$ cat config.mk
export PLATFORM = sky130hd
export DESIGN_NAME = clarvi_avm_master_flat
export DESIGN_NICKNAME = d
export VERILOG_FILES = /design/src/rtl/clarvi_avm_master_if.sv /design/src/rtl/clarvi_avm_master.sv /design/src/flat_wrapper.sv
export SDC_FILE = /design/constraint.sdc
export NUM_CORES = 1
export LEC_CHECK = 0
export CORE_MARGIN = 5
export CORE_UTILIZATION = 55
export CTS_BUF_LIST = sky130_fd_sc_hd__clkbuf_4 sky130_fd_sc_hd__clkbuf_8
export CTS_CLUSTER_SIZE = 16
export DETAILED_ROUTE_END_ITERATION = 7
export PLACE_DENSITY = 0.88
export SLEW_MARGIN = 15
export SYNTH_ARGS = -nofsm -noshare
export SYNTH_HDL_FRONTEND = slang
export SYNTH_SLANG_ARGS = --single-unit
$ cat constraint.sdc
create_clock -name clock -period 5.5 [get_ports clock]
set_input_delay 1.1 -clock clock [delete_from_list [all_inputs] [get_ports clock]]
set_output_delay 1.1 -clock clock [all_outputs]
set_load 0.01 [all_outputs]
$ cat src/rtl/clarvi_avm_master_if.sv
// rtl/clarvi_avm_master_if.sv - Avalon-MM bus bundle between the clarvi master and the interconnect
interface clarvi_avm_master_if #(
    parameter int ADDR_WIDTH = 14,
    parameter int DATA_WIDTH = 32
);
    logic [ADDR_WIDTH-1:0]   address;
    logic [DATA_WIDTH/8-1:0] byteenable;
    logic                    read;
    logic                    write;
    logic [DATA_WIDTH-1:0]   writedata;
    logic [DATA_WIDTH-1:0]   readdata;
    logic                    waitrequest;
    logic                    readdatavalid;

    modport master (
        output address, byteenable, read, write, writedata,
        input  readdata, waitrequest, readdatavalid
    );

    modport slave (
        input  address, byteenable, read, write, writedata,
        output readdata, waitrequest, readdatavalid
    );
endinterface

$ cat src/rtl/clarvi_avm_master.sv
// rtl/clarvi_avm_master.sv - pipelined Avalon-MM master with read credits and an in-order response FIFO
module clarvi_avm_master #(
    parameter int ADDR_WIDTH      = 14,
    parameter int DATA_WIDTH      = 32,
    parameter int MAX_OUTSTANDING = 4,
    parameter int ORDER_WRITES    = 0,
    localparam int CW             = $clog2(MAX_OUTSTANDING) + 1,
    localparam int BW             = DATA_WIDTH / 8
) (
    input  logic                  clock,
    input  logic                  reset_n,
    input  logic                  req_valid,
    output logic                  req_ready,
    input  logic                  req_write,
    input  logic [ADDR_WIDTH-1:0] req_address,
    input  logic [BW-1:0]         req_byteenable,
    input  logic [DATA_WIDTH-1:0] req_writedata,
    output logic                  resp_valid,
    input  logic                  resp_ready,
    output logic [DATA_WIDTH-1:0] resp_data,
    clarvi_avm_master_if.master   avm,
    output logic [CW-1:0]         outstanding,
    output logic                  err_unexpected_rdv
);
    localparam int PW = (MAX_OUTSTANDING > 1) ? $clog2(MAX_OUTSTANDING) : 1;

    typedef enum logic {IDLE, CMD} state_t;

    state_t                state;
    logic                  cmd_write;
    logic                  rd_q;
    logic                  wr_q;
    logic [ADDR_WIDTH-1:0] addr_q;
    logic [BW-1:0]         be_q;
    logic [DATA_WIDTH-1:0] wdata_q;

    logic                  cmd_accept;
    logic                  cmd_read;
    logic                  slot_free;
    logic                  read_ok;
    logic                  write_ok;
    logic                  accept;
    logic [CW:0]           credit_sum;

    logic [DATA_WIDTH-1:0] mem [MAX_OUTSTANDING];
    logic [PW-1:0]         wr_ptr;
    logic [PW-1:0]         rd_ptr;
    logic [CW-1:0]         fifo_count;
    logic [CW-1:0]         in_flight;
    logic                  push;
    logic                  pop;
    logic                  rd_issue;

    assign avm.read       = rd_q;
    assign avm.write      = wr_q;
    assign avm.address    = addr_q;
    assign avm.byteenable = be_q;
    assign avm.writedata  = wdata_q;

    // A read parked in CMD becomes outstanding the moment the slave takes it,
    // so it always holds a credit, accepted this cycle or not.
    always_comb begin
        cmd_accept = (state == CMD) && !avm.waitrequest;
        cmd_read   = (state == CMD) && !cmd_write;
        slot_free  = (state == IDLE) || cmd_accept;
        credit_sum = {1'b0, outstanding} + {{CW{1'b0}}, cmd_read};
        read_ok    = credit_sum < (CW+1)'(MAX_OUTSTANDING);
        write_ok   = (ORDER_WRITES == 0) || ((outstanding == '0) && !cmd_read);
        req_ready  = slot_free && (req_write ? write_ok : read_ok);
        accept     = req_valid && req_ready;
        rd_issue   = cmd_accept && !cmd_write;
        pop        = resp_valid && resp_ready;
        in_flight  = outstanding - fifo_count;
        push       = avm.readdatavalid && (in_flight != '0);
    end

    always_ff @(posedge clock or negedge reset_n) begin
        if (!reset_n) begin
            state     <= IDLE;
            cmd_write <= 1'b0;
            rd_q      <= 1'b0;
            wr_q      <= 1'b0;
            addr_q    <= '0;
            be_q      <= '0;
            wdata_q   <= '0;
        end else if (accept) begin
            state     <= CMD;
            cmd_write <= req_write;
            rd_q      <= !req_write;
            wr_q      <= req_write;
            addr_q    <= req_address;
            be_q      <= req_byteenable;
            wdata_q   <= req_writedata;
        end else if (cmd_accept) begin
            state     <= IDLE;
            rd_q      <= 1'b0;
            wr_q      <= 1'b0;
        end
    end

    always_ff @(posedge clock or negedge reset_n) begin
        if (!reset_n) begin
            outstanding <= '0;
        end else begin
            case ({rd_issue, pop})
                2'b10:   outstanding <= outstanding + CW'(1);
                2'b01:   outstanding <= outstanding - CW'(1);
                default: outstanding <= outstanding;
            endcase
        end
    end

    function automatic logic [PW-1:0] ptr_next(input logic [PW-1:0] p);
        return (p == PW'(MAX_OUTSTANDING - 1)) ? '0 : p + 1'b1;
    endfunction

    always_ff @(posedge clock or negedge reset_n) begin
        if (!reset_n) begin
            wr_ptr             <= '0;
            rd_ptr             <= '0;
            fifo_count         <= '0;
            err_unexpected_rdv <= 1'b0;
        end else begin
            if (push) wr_ptr <= ptr_next(wr_ptr);
            if (pop)  rd_ptr <= ptr_next(rd_ptr);
            case ({push, pop})
                2'b10:   fifo_count <= fifo_count + CW'(1);
                2'b01:   fifo_count <= fifo_count - CW'(1);
                default: fifo_count <= fifo_count;
            endcase
            if (avm.readdatavalid && (in_flight == '0)) err_unexpected_rdv <= 1'b1;
        end
    end

    always_ff @(posedge clock) begin
        if (push) mem[wr_ptr] <= avm.readdata;
    end

    assign resp_valid = (fifo_count != '0);
    assign resp_data  = mem[rd_ptr];

    fifo_no_overflow: assert property (@(posedge clock) disable iff (!reset_n)
        !(push && (fifo_count == CW'(MAX_OUTSTANDING)) && !pop));
    credit_bound: assert property (@(posedge clock) disable iff (!reset_n)
        outstanding <= CW'(MAX_OUTSTANDING));
    cmd_exclusive: assert property (@(posedge clock) disable iff (!reset_n)
        !(avm.read && avm.write));
endmodule

$ cat src/flat_wrapper.sv
// flat-port wrapper written by rule: the top's interface ports become plain ports
module clarvi_avm_master_flat 
#(
    parameter int ADDR_WIDTH      = 14,
    parameter int DATA_WIDTH      = 32,
    parameter int MAX_OUTSTANDING = 4,
    parameter int ORDER_WRITES    = 0,
    localparam int CW             = $clog2(MAX_OUTSTANDING) + 1,
    localparam int BW             = DATA_WIDTH / 8
)
  (clock, reset_n, req_valid, req_ready, req_write, req_address, req_byteenable, req_writedata, resp_valid, resp_ready, resp_data, outstanding, err_unexpected_rdv, avm_address, avm_byteenable, avm_read, avm_write, avm_writedata, avm_readdata, avm_waitrequest, avm_readdatavalid);
  clarvi_avm_master_if #(.ADDR_WIDTH(ADDR_WIDTH), .DATA_WIDTH(DATA_WIDTH)) avm_i ();
  input  logic clock;
  input  logic reset_n;
  input  logic req_valid;
  output logic req_ready;
  input  logic req_write;
  input  logic [ADDR_WIDTH-1:0] req_address;
  input  logic [BW-1:0] req_byteenable;
  input  logic [DATA_WIDTH-1:0] req_writedata;
  output logic resp_valid;
  input  logic resp_ready;
  output logic [DATA_WIDTH-1:0] resp_data;
  output logic [CW-1:0] outstanding;
  output logic err_unexpected_rdv;
  output wire logic [$bits(avm_i.address)-1:0] avm_address;
  output wire logic [$bits(avm_i.byteenable)-1:0] avm_byteenable;
  output wire logic [$bits(avm_i.read)-1:0] avm_read;
  output wire logic [$bits(avm_i.write)-1:0] avm_write;
  output wire logic [$bits(avm_i.writedata)-1:0] avm_writedata;
  input wire logic [$bits(avm_i.readdata)-1:0] avm_readdata;
  input wire logic [$bits(avm_i.waitrequest)-1:0] avm_waitrequest;
  input wire logic [$bits(avm_i.readdatavalid)-1:0] avm_readdatavalid;
  assign avm_address = avm_i.address;
  assign avm_byteenable = avm_i.byteenable;
  assign avm_read = avm_i.read;
  assign avm_write = avm_i.write;
  assign avm_writedata = avm_i.writedata;
  assign avm_i.readdata = avm_readdata;
  assign avm_i.waitrequest = avm_waitrequest;
  assign avm_i.readdatavalid = avm_readdatavalid;
  clarvi_avm_master #(.ADDR_WIDTH(ADDR_WIDTH), .DATA_WIDTH(DATA_WIDTH), .MAX_OUTSTANDING(MAX_OUTSTANDING), .ORDER_WRITES(ORDER_WRITES)) u_core (.clock(clock), .reset_n(reset_n), .req_valid(req_valid), .req_ready(req_ready), .req_write(req_write), .req_address(req_address), .req_byteenable(req_byteenable), .req_writedata(req_writedata), .resp_valid(resp_valid), .resp_ready(resp_ready), .resp_data(resp_data), .avm(avm_i), .outstanding(outstanding), .err_unexpected_rdv(err_unexpected_rdv));
endmodule
==> impl_metrics.toml <==
[route]
route.detailed.drc = 0
wirelength_mm = 15.06
via_per_inst = 5.314
postRouteAntennaNets = 0
drt_pass1_iterations = 4
dr_total_vias = 3938
wl_per_cell_um = 20.32
drtIter0Drc = 221

[global_route]
grt_pass1_wl_mm = 24.56
grt_pass1_vias = 4591
grt_max_degree = 66
grt_overflow = 0
grt_util_all_layers_pct = 20.30
antenna_found_initial = 0

[sta]
relSlewSlack_pct = 30.36
maxSlewViolCount = 0
totalNegativeSetupSlack_ps = 0
rsz0062_at_grt = "false"
fmax_mhz = 257.9
worst_slew_pin_slew_ps = 1042
min_period_ps = 3877
fin_skew_ps = 15.92
hold_viol_final = 0
fin_crit_sh_pct = 70.50
setup_viol = 0

[hold_path]
min_path_type = "reg -> reg"

[worst_setup_path]
crit_arrival_ps = 2780
critPathMaxFanout = 28
path_class = "reg -> out"
required_ps = 4400
crit_path_end_kind = "output port"
critPathLaunchType = "register"

[outcome]
status = "finished clean"

[placed_design]
dp_hpwl_mm = 10.35
placed_cell_area_mm2 = 0.009343
port_buffers = 178
place.gp.congestion = 0.8261

[synthesis]
syn-num-nets = 464
postSynthCellCount = 364
synth.avg_cell_area_um2 = 20.19
syn_area_mm2 = 0.007351
yosysWarnings = 0
synth.ff_latch_count = 193
ys_types = 27
yosysSeqAreaShare_pct = 74.42
synth_edf_count = 128
async_flop_share_pct = 33.68
synth_ff_type = "edfxtp_1"

[layout]
design_area_mm2 = 0.009746
final_layout_size_suffix_gt1_share_pct = 22.65
final_nets = 652
multiInputGateArea_mm2 = 0.001788
fillers = 761
synthToLayoutAreaGrowth_pct = 32.58
diodes = 0
final_util_pct = 73.89
regArea_mm2 = 0.005472

[clocking]
hold_buffers = 0
cts.htree.levels = 4
cts_tree = "yes"
cts_buffers = 17
post-cts-setup-buffer-count = 0
clock_sinks = 193
clock_latency_ps = 450
clk_pin_slew_ps = 100
clockBufferDepth = 2
root_buffer = "clkbuf_8"
cts_resized = 0

[power_and_ir_drop]
p_leak_nw = 3.539
p_per_area_mw_per_mm2 = 528.4
p_switching_w = 0.001556
ir_drop_mv = 0.3128
power.share.clock_pct = 18.1
p_comb_share_pct = 38.3
seqPwrFrac_pct = 43.7
intPower_w = 0.003594
report.power.total_w = 0.005150
switching_share_pct = 30.21

[die]
start_util_pct = 55.73
die_w_um = 125.6
fp.dieH_um = 125.6
rows = 42
ioPinCount = 179
die_area_mm2 = 0.01578
core_area_mm2 = 0.01319

[job]
drv_cap = 0
## layout make-up
cell class | count | area share, %
clock buffers | 18 | 2.478
clock inverters | 14 | 1.656
inverters | 15 | 0.5777
multi-input cells | 143 | 18.35
flip-flops and latches | 193 | 56.14
well taps | 176 | 2.260
repair buffers | 182 | 18.54
## through the flow
stage                     cells  hold slack, ps  setup WS (ps)
after floorplan             364           470.2           2519
after global placement      709           447.9           1949
after detailed placement    709           445.9           1963
after CTS                   741           473.1           1515
after global routing        741           520.7           1338
final                       741           464.4           1623
## Yosys cell counts (2+ instances only)
cell type	n	share of area [%]
nor2_1	11	0.56
fa_1	2	0.54
clkbuf_1	3	0.15
o21ai_0	4	0.27
edfxtp_1	128	52
mux2_2	53	8.1
nor2b_1	3	0.26
ha_1	9	1.5
mux2i_1	2	0.27
a21o_1	2	0.20
buf_4	5	0.51
xor2_1	4	0.48
mux4_2	32	9.8
dfrtp_1	65	22
xnor2_1	4	0.48
buf_2	5	0.34
inv_1	15	0.77
nand2_1	8	0.41
## cells in the final DEF, fill, tap and decap left out, drive strengths merged, types with 5 or more instances in the layout
master | netlist | routed
clkdlybuf4s50 | 0 | 177
edfxtp | 128 | 128
dfrtp | 65 | 65
mux2 | 53 | 53
mux4 | 32 | 32
inv | 15 | 19
clkbuf | 3 | 18
nor2 | 11 | 11
ha | 9 | 9
nand2 | 8 | 8
o21ai | 5 | 5
buf | 10 | 5
## worst max-delay path, cell delays in order, from the launching register on
cell and delay [ps]:
dfrtp_2 960, buf_4 330, mux4_2 530, clkdlybuf4s50_1 510
## power groups by stage
stage / combinational (W) / clock [W] / sequential [W]
floorplan: 0.000981 / 0 / 0.00226
global placement: 0.00195 / 0 / 0.00225
detailed placement: 0.00200 / 0 / 0.00228
CTS: 0.00201 / 0.000958 / 0.00226
global route: 0.00213 / 0.00102 / 0.00231
finish: 0.00197 / 0.000930 / 0.00225
## worst paths after layout
| path | start | to | slack (ps) | cells past startpoint |
|---|---|---|---|---|
| hold reg to reg | u_core.err_unexpected_rdv | u_core.err_unexpected_rdv | 460 | 1 |
| setup / recovery | u_core.rd_ptr[0] | resp_data[2] | 1620 | 3 |
| max in group asynchronous | reset_n | u_core.rd_ptr[0] | 4090 | 2 |
| hold / removal | u_core.err_unexpected_rdv | u_core.err_unexpected_rdv | 460 | 1 |
| min in group asynchronous | reset_n | u_core.avm.writedata[29] | 820 | 2 |
| setup reg to reg | u_core.outstanding[0] | u_core.fifo_count[2] | 2730 | 11 |
## logic make-up after synthesis
logic type	share of synthesized area (%)
AND/OR/NAND/NOR	1.447
multiplexers	18.20
flip-flops	74.42
XOR/XNOR	0.9531
adder cells (fa/ha/maj)	2.077
buffers and inverters	1.770
AO/OA/AOI/OAI	1.140
## sequential cells by signal, summed over array words and instances, names as in the netlist
signal,cells
u_core.avm.read,1
u_core.rd_ptr,2
u_core.avm.write,1
u_core.mem,128
u_core.wr_ptr,2
u_core.avm.writedata,32
u_core.err_unexpected_rdv,1
u_core.state,1
u_core.avm.byteenable,4
u_core.fifo_count,3
u_core.outstanding,3
u_core.cmd_write,1
u_core.avm.address,14
## layer usage
metal	routed length (um)	track usage, %	up-vias
met5	0	0	-
met4	274	6.505	0
met3	1684	10.11	21
met2	7277	31.88	188
met1	5823	24.87	1961
li1	-	-	1768
(Power assumes the default switching activity.)
